### config.mk
export PLATFORM = sky130hd
export DESIGN_NAME = pipe_mux_n
export DESIGN_NICKNAME = d
export VERILOG_FILES = /design/src/rtl/pipe_mux_pkg.sv /design/src/rtl/pipe_mux_slot.sv /design/src/rtl/pipe_mux_n.sv
export SDC_FILE = /design/constraint.sdc
export NUM_CORES = 1
export LEC_CHECK = 0
export CORE_ASPECT_RATIO = 0.9
export CORE_UTILIZATION = 39
export DETAILED_ROUTE_END_ITERATION = 10
export PLACE_DENSITY = 0.95
export SLEW_MARGIN = 15
export SYNTH_ARGS = -nofsm -noshare
export SYNTH_HDL_FRONTEND = slang
export SYNTH_SLANG_ARGS = --single-unit
### constraint.sdc
create_clock -name i_clk -period 3.8 [get_ports i_clk]
set_clock_uncertainty 0.05 [all_clocks]
set_input_delay 0.76 -clock i_clk [delete_from_list [all_inputs] [get_ports i_clk]]
set_output_delay 0.76 -clock i_clk [all_outputs]
set_load 0.01 [all_outputs]
### src/rtl/pipe_mux_pkg.sv
// Shared types and default sizing for the pipelined N:1 channel multiplexer.
package pipe_mux_pkg;

  typedef enum logic [1:0] {
    EMPTY = 2'd0,
    ONE   = 2'd1,
    TWO   = 2'd2
  } state_t;

  localparam int WIDTH_DEF = 32;
  localparam int N_DEF     = 4;

endpackage

### src/rtl/pipe_mux_slot.sv
// One storage entry of the multiplexer: a {source, data} register with load enable.
module pipe_mux_slot #(
  parameter int W = 8
) (
  input  logic         i_clk,
  input  logic         i_reset,
  input  logic         i_load,
  input  logic [W-1:0] i_d,
  output logic [W-1:0] o_q
);

  logic [W-1:0] r_q;

  always_ff @(posedge i_clk) begin
    if (i_reset) begin
      r_q <= '0;
    end else if (i_load) begin
      r_q <= i_d;
    end
  end

  assign o_q = r_q;

endmodule

### src/rtl/pipe_mux_n.sv
// Pipelined N:1 valid/ready multiplexer with a registered output and source tag.
// Define PIPE_MUX_SKID_EN for a 2-entry skid buffer with a fully registered IN_READY.
module pipe_mux_n
  import pipe_mux_pkg::*;
#(
  parameter int WIDTH = WIDTH_DEF,
  parameter int N     = N_DEF
) (
  input  logic                   i_clk,
  input  logic                   i_reset,
  input  logic [N*WIDTH-1:0]     i_in_data,
  input  logic [N-1:0]           i_in_valid,
  output logic [N-1:0]           o_in_ready,
  input  logic [$clog2(N)-1:0]   i_sel,
  output logic [WIDTH-1:0]       o_out_data,
  output logic                   o_out_valid,
  input  logic                   i_out_ready,
  output logic [$clog2(N)-1:0]   o_out_src,
  output logic                   o_sel_err
);

  localparam int SEL_W  = $clog2(N);
  localparam int SLOT_W = WIDTH + SEL_W;

  state_t            r_state;
  logic              r_sel_err;
  logic              w_sel_ok;
  logic              w_sel_valid;
  logic [WIDTH-1:0]  w_sel_data;
  logic              w_slot_ready;
  logic              w_accept;
  logic              w_out_xfer;
  logic              w_out_load;
  logic [SLOT_W-1:0] w_out_d;
  logic [SLOT_W-1:0] w_out_q;

  // Out-of-range selects match no channel, so nothing is offered or accepted.
  always_comb begin
    w_sel_valid = 1'b0;
    w_sel_data  = '0;
    for (int i = 0; i < N; i++) begin
      if (i_sel == SEL_W'(i)) begin
        w_sel_valid = i_in_valid[i];
        w_sel_data  = i_in_data[i*WIDTH +: WIDTH];
      end
    end
  end

  always_comb begin
    o_in_ready = '0;
    for (int i = 0; i < N; i++) begin
      o_in_ready[i] = !i_reset && w_slot_ready && (i_sel == SEL_W'(i));
    end
  end

  assign w_sel_ok    = ({1'b0, i_sel} < (SEL_W+1)'(N));
  assign w_accept    = !i_reset && w_slot_ready && w_sel_valid;
  assign o_out_valid = (r_state != EMPTY);
  assign w_out_xfer  = o_out_valid && i_out_ready;

`ifdef PIPE_MUX_SKID_EN

  logic              r_in_rdy;
  logic              w_skid_load;
  logic [SLOT_W-1:0] w_skid_q;
  state_t            w_next;

  assign w_slot_ready = r_in_rdy;

  // In TWO no accept is possible, so the output entry can only refill from the skid entry.
  always_comb begin
    w_next      = r_state;
    w_out_load  = 1'b0;
    w_skid_load = 1'b0;
    w_out_d     = {i_sel, w_sel_data};
    case (r_state)
      EMPTY: begin
        if (w_accept) begin
          w_next     = ONE;
          w_out_load = 1'b1;
        end
      end
      ONE: begin
        if (w_accept && w_out_xfer) begin
          w_out_load = 1'b1;
        end else if (w_accept) begin
          w_skid_load = 1'b1;
          w_next      = TWO;
        end else if (w_out_xfer) begin
          w_next = EMPTY;
        end
      end
      TWO: begin
        if (w_out_xfer) begin
          w_next     = ONE;
          w_out_load = 1'b1;
          w_out_d    = w_skid_q;
        end
      end
      default: w_next = EMPTY;
    endcase
  end

  always_ff @(posedge i_clk) begin
    if (i_reset) begin
      r_state  <= EMPTY;
      r_in_rdy <= 1'b1;
    end else begin
      r_state  <= w_next;
      r_in_rdy <= (w_next != TWO);
    end
  end

  pipe_mux_slot #(.W(SLOT_W)) u_skid_slot (
    .i_clk   (i_clk),
    .i_reset (i_reset),
    .i_load  (w_skid_load),
    .i_d     ({i_sel, w_sel_data}),
    .o_q     (w_skid_q)
  );

`else

  assign w_slot_ready = !o_out_valid || i_out_ready;
  assign w_out_load   = w_accept;
  assign w_out_d      = {i_sel, w_sel_data};

  always_ff @(posedge i_clk) begin
    if (i_reset) begin
      r_state <= EMPTY;
    end else if (w_accept) begin
      r_state <= ONE;
    end else if (w_out_xfer) begin
      r_state <= EMPTY;
    end
  end

`endif

  always_ff @(posedge i_clk) begin
    if (i_reset) begin
      r_sel_err <= 1'b0;
    end else begin
      r_sel_err <= !w_sel_ok && (|i_in_valid);
    end
  end

  pipe_mux_slot #(.W(SLOT_W)) u_out_slot (
    .i_clk   (i_clk),
    .i_reset (i_reset),
    .i_load  (w_out_load),
    .i_d     (w_out_d),
    .o_q     (w_out_q)
  );

  assign o_out_data = w_out_q[WIDTH-1:0];
  assign o_out_src  = w_out_q[SLOT_W-1 -: SEL_W];
  assign o_sel_err  = r_sel_err;

endmodule

==> impl_metrics.yaml <==
outcome:
  status: "completed"
synth:
  synth_fp_nets: 388
  yosysWarningCount: 0
  synth_area_um2: 2570
  synth_cells: 251
  syn_avg_cell_area_um2: 10.2
  yosysUniqueCellTypes: 20
  yosysSeqAreaShare: 0.273
  ys_ff_latch: 35
setup_path:
  worst_setup_path_end_kind: "primary output"
  worstPathRequired_ps: 2990
  r2r-start: "r_state[0]"
  cp_cell_sequence: "clkdlybuf4s50_1 -> nand2b_2 -> and4_1 -> clkdlybuf4s50_1"
  crit_path_frequent_cell: "clkdlybuf4s50_1"
  ff2ff_path_depth: 4
  cp_slowest_cell: "clkdlybuf4s50_1"
  crit-reg2reg-capture: "u_out_slot.o_q[8]"
  critPathMaxFanout: 6
  cp.arrival_ps: 2090
  r2r_setup_slack_ps: 2510
  cp-start-kind: "input port"
  max_stage_delay_ps: 530
  crit_family: "buffers and inverters"
  critPathBufInv: 2
  crit_type: "in -> out"
sta:
  tightest_slew_ps: 697
  finalHoldViolations: 0
  grt_setup_unrepaired: "no"
  setup_viol: 0
  slew_headroom: 0.535
  fmax_mhz: 344
  drv_slew: 0
  period_minus_slack_ps: 2900
  fin_ws_ps: 896
  final.period_utilization: 0.764
  tns_ps: 0
power_and_ir_drop:
  p_per_area_nw_per_um2: 276
  peakVddDrop_v: 0.000175
  p_leak_nw: 1.49
  power_mw: 1.21
floorplanning:
  rows: 27
  die_x_um: 87.5
  ios: 177
  dieArea_um2: 6910
  dieHeight_um: 79.0
  fp.coreArea_um2: 6250
  start_util: 0.411
layout:
  seqCellArea_um2: 701
  fill_cells: 450
  multi_input_area_um2: 1540
  n_antenna_cell: 0
  nets: 541
  area_delta_synth_final_pct: 71.5
  final_common_cell: "clkdlybuf4s50_1"
  fin_cells: 492
  most-common-layout-cells: "172 x clkdlybuf4s50_1, 35 x dfxtp_1, 34 x nand4_1, 34 x inv_1, 34 x a31o_1"
  stdcell_area_um2: 4400
  drive_above_1_share: 0.165
flow_run:
  drv_cap: 0
min_path:
  min_from: "u_out_slot.o_q[20]"
  whs_path_depth: 3
  hold_path.class: "reg -> reg"
  holdPathEnd: "u_out_slot.o_q[20]"
global_routing:
  antenna_found_initial: 0
  grt_overflow: 0
  grt_pass1_wl_um: 12500
  grt_pass1_vias: 2723
  grt_max_degree: 69
  grt_use_total: 0.236
clocking:
  cts.clk_slew.worst_paths_ps: 80
  cts-buffers-inserted: 5
  cts_tree: "yes"
  htree_num_levels: 2
  holdBufCountCts: 0
  post_cts_buffers: 0
  cts.path.max_buffers: 2
  cts_root_buffer: "clkbuf_8"
  worst_skew_pair.late_latency_ps: 280
  ctsResizeCount: 0
  cts_sinks: 35
placement:
  portBuffers: 175
  dpl_cell_area_um2: 4270
  dp_cells: 484
  hpwl_um: 6090
  post-place-ws_ps: 789
  place_congestion: 0.715
detailed_routing:
  wl_per_cell_um: 16.6
  drc: 0
  drt_iter0_markers: 80
  via_count: 2658
  routed_wirelength_um: 8150
  drtAntennaViolNets: 0
  firstDrtPassIters: 6
  vias_per_cell: 5.40
[metrics by stage]
| stage | utilization | hold WS [ps] |
|---|---|---|
| finish | 0.705 | 483 |
| global route | 0.705 | 515 |
| CTS | 0.704 | 487 |
| detailed placement | 0.683 | 476 |
| global placement | 0.683 | 467 |
| floorplan | - | 506 |
[where the power goes]
group	switching [mW]	leakage [nW]	total [mW]	internal (mW)
Clock	0.136	0.0654	0.399	0.262
Combinational	0.154	1.13	0.411	0.257
Sequential	0.0129	0.286	0.404	0.391
Total	0.303	1.49	1.21	0.911
[worst min-delay path, delay by kind of cell, from the launching register on]
kind,cells,cell delay [ps]
AOI/OAI and AO/OA,2,130
buffers and inverters,1,50
DFF,1,310
[cells by family after synthesis]
logic type      share of synthesized area
compound gates                      0.205
simple gates                       0.0994
mux                                 0.294
other cells                       0.00146
buf+inv                             0.128
flops                               0.273
[final cells by class]
| cell class | instances | area share |
|---|---|---|
| well taps | 87 | 0.0247 |
| clock buffers | 6 | 0.0165 |
| repair buffers | 181 | 0.405 |
| flip-flops and latches | 35 | 0.159 |
| inverters | 36 | 0.0307 |
| multi-input cells | 145 | 0.351 |
| clock inverters | 2 | 0.0136 |
[worst max-delay path by stage]
stage,cells past startpoint,from,end,slack [ps]
3_5_place_dp,4,i_sel[0],u_out_slot.o_q[16],790
5_1_grt,3,i_sel[0],o_in_ready[3],820
4_1_cts,4,i_out_ready,o_in_ready[3],890
6_report,4,i_out_ready,o_in_ready[3],900
3_3_place_gp,4,i_sel[0],u_out_slot.o_q[1],900
2_1_floorplan,4,i_out_ready,o_in_ready[2],1360
[synthesized netlist by cell type (all sizes together)]
library cell	count	area (um^2)
and4b	1	10.0
nand2	1	3.75
nand4	34	213
mux4	33	743
nand2b	1	6.26
inv	36	135
nor2	2	7.51
buf	16	121
a21oi	35	228
and3	1	6.26
and4	1	8.76
dfxtp	35	701
conb	1	3.75
mux2	1	11.3
clkbuf	19	71.3
a31o	34	298
[layer usage]
layer,wire length (um),global-route usage
met1,2920,0.246
met2,4610,0.470
met3,546,0.0561
met4,65,0.0492
met5,0,0
[state kept, by name (all words and copies together) (netlist names)]
name            count
u_out_slot.o_q     34
r_state             1
(Power assumes the default switching activity.)
